<file path="src/rtl/sort_sequencer.sv">
// sort_sequencer: in-place ascending unsigned bubble sort of len words at base_addr, with early exit
module sort_sequencer #(
  parameter int DW = 32,
  parameter int AW = 10
) (
  input  logic          clk,
  input  logic          rst,
  input  logic          start,
  input  logic [AW-1:0] base_addr,
  input  logic [AW-1:0] len,
  output logic          busy,
  output logic          done,
  output logic [AW-1:0] mem_addr,
  output logic          mem_rd_en,
  input  logic [DW-1:0] mem_rdata,
  output logic          mem_wr_en,
  output logic [DW-1:0] mem_wdata,
  output logic [15:0]   swap_count,
  output logic [AW-1:0] pass_count
);
  localparam logic [2:0] IDLE = 3'd0, RD_A = 3'd1, RD_B = 3'd2, CMP = 3'd3,
                         WR_A = 3'd4, WR_B = 3'd5, NEXT = 3'd6, FIN = 3'd7;
  logic [2:0]    state;
  logic [AW-1:0] base, j, limit, addr_j, addr_j1;
  logic [DW-1:0] a, b;
  logic          swapped;
  assign addr_j    = base + j;
  assign addr_j1   = addr_j + AW'(1);
  assign busy      = state != IDLE && state != FIN;
  assign done      = state == FIN;
  assign mem_rd_en = state == RD_A || state == RD_B;
  assign mem_wr_en = state == WR_A || state == WR_B;
  assign mem_addr  = (state == RD_A || state == WR_A) ? addr_j :
                     (state == RD_B || state == WR_B) ? addr_j1 : '0;
  assign mem_wdata = state == WR_A ? b : state == WR_B ? a : '0;
  always_ff @(posedge clk) begin
    if (rst) begin
      state      <= IDLE;
      base       <= '0;
      j          <= '0;
      limit      <= '0;
      a          <= '0;
      b          <= '0;
      swapped    <= 1'b0;
      swap_count <= '0;
      pass_count <= '0;
    end else begin
      case (state)
        IDLE: if (start) begin
          swap_count <= '0;
          if (len >= AW'(2)) begin
            base       <= base_addr;
            j          <= '0;
            limit      <= len - AW'(1);
            swapped    <= 1'b0;
            pass_count <= AW'(1);
            state      <= RD_A;
          end else begin
            pass_count <= '0;
            state      <= FIN;
          end
        end
        RD_A: state <= RD_B;
        RD_B: begin
          a     <= mem_rdata;
          state <= CMP;
        end
        CMP: begin
          b     <= mem_rdata;
          state <= a > mem_rdata ? WR_A : NEXT;
        end
        WR_A: state <= WR_B;
        WR_B: begin
          swapped <= 1'b1;
          if (swap_count != 16'hFFFF) swap_count <= swap_count + 16'd1;
          state   <= NEXT;
        end
        NEXT: begin
          if (j + AW'(1) < limit) begin
            j     <= j + AW'(1);
            state <= RD_A;
          end else if (!swapped || limit == AW'(1)) begin
            state <= FIN;
          end else begin
            limit      <= limit - AW'(1);
            j          <= '0;
            swapped    <= 1'b0;
            pass_count <= pass_count + AW'(1);
            state      <= RD_A;
          end
        end
        default: state <= IDLE;
      endcase
    end
  end
endmodule

</file>
<file path="config.mk">
export PLATFORM = sky130hd
export DESIGN_NAME = sort_sequencer
export DESIGN_NICKNAME = d
export VERILOG_FILES = /design/src/rtl/sort_sequencer.sv
export SDC_FILE = /design/constraint.sdc
export NUM_CORES = 1
export LEC_CHECK = 0
export CAP_MARGIN = 20
export CELL_PAD_IN_SITES_DETAIL_PLACEMENT = 1
export CELL_PAD_IN_SITES_GLOBAL_PLACEMENT = 1
export CORE_MARGIN = 4
export CORE_UTILIZATION = 42
export DETAILED_ROUTE_END_ITERATION = 10
export DONT_BUFFER_PORTS = 1
export GPL_TIMING_DRIVEN = 0
export HOLD_SLACK_MARGIN = 0.12
export PLACE_DENSITY_LB_ADDON = 0.1
export SYNTH_ARGS = -nofsm -noshare
export SYNTH_HDL_FRONTEND = slang
export SYNTH_SLANG_ARGS = --single-unit
</file>
<file path="constraint.sdc">
create_clock -name clk -period 2.95 [get_ports clk]
set_clock_uncertainty 0.05 [all_clocks]
set_input_delay 0.4425 -clock clk [delete_from_list [all_inputs] [get_ports clk]]
set_output_delay 0.4425 -clock clk [all_outputs]
set_load 0.02 [all_outputs]
</file>
==> results.tsv <==
stage	metric	value	unit
power_and_ir_drop	netSwitchingFraction	0.293	
critical_path	crit_fanout	4	
global_routing	grt_max_degree	17	
die	die_area	0.0209	mm^2
power_and_ir_drop	ir_drop	0.392	mV
yosys	syn-num-nets	1147	
power_and_ir_drop	p_int	3.30	mW
global_routing	busiest_layer	met2	
yosys	ys_seq_area_frac	0.317	
placed_design	hpwl	18900	um
yosys	synth_warnings	0	
global_routing	grt_pass1_vias	8217	
hold_path	min_delay_path_depth	2	
sta	min_period_over_period	1.23	
critical_path	reg2reg_slack	-0.25	ns
global_routing	grt_pass1_wl	43600	um
global_routing	grt_usage	0.265	
layout	drive_gt1_frac	0.176	
drt	drtAntennaViolNets	0	
power_and_ir_drop	switchingPower	1.37	mW
power_and_ir_drop	seqPwrFrac	0.381	
layout	final_cell_count_no_fill	1365	
placed_design	placed_cells	1262	
yosys	synth_flop_cell	dfxtp_1	
hold_path	min_to	b[4]	
yosys	synth-simple-area-share	0.249	
drt	wl_per_cell	21.1	um
yosys	netlist-cell-type-count	75	
sta	fin_hold_ws	0.133	ns
sta	hold_viol	0	
clock_network	clockBufferDepth	2	
clock_network	path_clk_slew	0.06	ns
clock_network	cts_tree	yes	
die	top_level_ports	127	
critical_path	cp-end-kind	output pin	
yosys	synth_cells	1033	
global_routing	grt_overflow_total	0	
drt	drt-vias-per-instance	5.84	
clock_network	cts_buffers	17	
layout	antenna_cells	0	
critical_path	critPathKind	flip-flop to output pin	
sta	fin_ws	-0.691	ns
sta	max-slew-margin-rel	0.485	
critical_path	r2r_start	j[0]	
drt	dr.pass1.iters	5	
die	core_area	0.0181	mm^2
flow_run	drv_cap	0	
die	rows	49	
placed_design	portBuffers	0	
clock_network	clock_sinks	124	
clock_network	clk_latency	0.42	ns
die	die_x	145	um
power_and_ir_drop	power_density	460	mW/mm^2
critical_path	regToRegEndpoint	pass_count[5]	
yosys	syn_area	0.00784	mm^2
layout	nets	1237	
drt	drt-total-wl	28800	um
power_and_ir_drop	p_comb_frac	0.171	
die	die_y	145	um
yosys	synth-compound-area-share	0.195	
critical_path	critPathArrivalTime	3.15	ns
layout	area_growth	29.3	%
yosys	ys_seq_elements	124	
global_routing	grtUsageMet3	0.0608	
clock_network	root_buffer	clkbuf_16	
sta	fmax	0.275	GHz
sta	rsz0062_at_grt	true	
placed_design	pre_cts_ws	-0.537	ns
critical_path	crit_path_start_kind	flip-flop	
layout	fin_util	0.558	
global_routing	antenna_found_initial	0	
yosys	synth-edff-count	0	
critical_path	cp.required	2.46	ns
yosys	avgSynthCellArea	7.59	um^2
yosys	async_flop_share	0	
outcome	violations	negative setup slack	
yosys	synthMuxAreaShare	0.0449	
die	start_util	0.432	
yosys	synth_xor_area_frac	0.0480	
sta	finalMaxSlewViolations	0	
hold_path	hold_path_class	input port to flip-flop	
hold_path	hp-start	mem_rdata[4]	
critical_path	reg2reg_depth	14	
placed_design	place_congestion	0.837	
drt	drc	0	
global_routing	grtUsageMet1	0.328	
clock_network	htree_levels	4	
sta	worst_slew_pin_slew	0.772	ns
sta	setup_viol	32	
sta	min_period	3.64	ns
power_and_ir_drop	p_leak	3.80	nW
sta	tns	-6.54	ns
drt	vias	7970	
global_routing	grt_use_met2	0.459	
yosys	synthAdderAreaFrac	0.0951	
power_and_ir_drop	pwr-share-clk	0.448	
yosys	synth_top_family_by_area	simple AND/OR/NAND/NOR gates	
drt	drtIter0Drc	334	
outcome	status	finished with violations	
timing repair:
item	4_1_cts	5_1_grt
setup buffers	12	22
hold buffers	38	0
resized for setup	69	117
endpoints found under the hold margin	69	0
cloned	0	2
endpoints found under the setup margin	75	74
pin swaps	15	59
worst max-delay path by stage:
stage | start | slack (ns) | endpoint
2_1_floorplan | j[0] | -0.10 | mem_addr[8]
3_5_place_dp | j[0] | -0.54 | mem_addr[8]
5_1_grt | j[0] | -0.79 | mem_addr[8]
6_report | j[0] | -0.69 | mem_addr[8]
3_3_place_gp | j[0] | -0.55 | mem_addr[8]
4_1_cts | j[0] | -0.75 | mem_addr[8]
kinds of logic after synthesis:
kind of cell,count (synthesis)
compound gates,241
xor+xnor,43
fa+ha+maj,59
buf+inv,103
flops,124
mux,35
simple gates,428
power groups by stage:
stage	combinational (mW)	sequential (mW)	clock, mW
3_3_place_gp	0.567	1.81	0
3_5_place_dp	0.577	1.81	0
6_report	0.797	1.77	2.09
4_1_cts	0.684	1.77	2.11
5_1_grt	0.867	1.78	2.20
2_1_floorplan	0.430	1.79	0
cells in the final DEF (no fill, tap or decap), types with 16 or more instances in the layout:
master and count:
clkbuf_16 17, buf_6 16, nand3_1 23, buf_4 20
clkbuf_1 37, ha_1 50, dlygate4sd3_1 38, nor2_1 84
inv_1 50, xnor2_1 17, xor2_1 18, a21oi_1 106
mux2i_1 34, dfxtp_1 117, o21ai_0 18, nand2_1 193
critical path, stage by stage (launching register included):
cell	delay (ns)
dfxtp_4	0.35
ha_4	0.16
fa_2	0.38
buf_4	0.18
xor2_4	0.17
o211ai_1	0.18
nor4_4	0.43
nand2_1	0.14
nor4b_2	0.33
o21ai_1	0.13
o211ai_1	0.28
metal layers:
layer	up-vias	part of all wire
met1	3901	0.42
met2	214	0.50
met5	-	0
li1	3801	-
met3	54	0.053
met4	0	0.022
final cells by class:
class                   count  area [um^2]
plain buffers              50          225
clock buffers              19          433
clock inverters            13          141
fillers                  2195         8010
inverters                  51          191
multi-input cells         806         5650
flip-flops and latches    124         2500
well taps                 229          287
repair buffers             73          708
sequential cells by signal, summed over array words and instances, names as in the netlist:
signal,cells
a,32
b,32
swap_count,16
base,10
j,10
limit,10
pass_count,10
state,3
swapped,1
stage by stage:
step | total power [mW] | instance area (um^2)
3_5_place_dp | 2.39 | 8150
5_1_grt | 4.84 | 10100
6_report | 4.66 | 10100
2_1_floorplan | 2.22 | 7870
3_3_place_gp | 2.37 | 8150
4_1_cts | 4.56 | 9480
Yosys cell counts (8+ instances only):
master,instances,area (um^2)
a211oi_1,10,75.1
a21o_1,13,97.6
a21oi_1,113,566
and3_1,11,68.8
clkbuf_1,48,180
dfxtp_1,124,2480
ha_1,58,726
inv_1,50,188
mux2i_1,34,340
nand2_1,197,739
nand3_1,30,150
nand4_1,13,81.3
nor2_1,93,349
nor2b_1,10,62.6
nor3_1,17,85.1
nor4_1,8,50.1
o21ai_0,28,140
o22ai_1,9,56.3
o31ai_1,8,60.1
xnor2_1,24,210
xor2_1,19,166
Note: power is estimated with default switching activity, not from simulation.
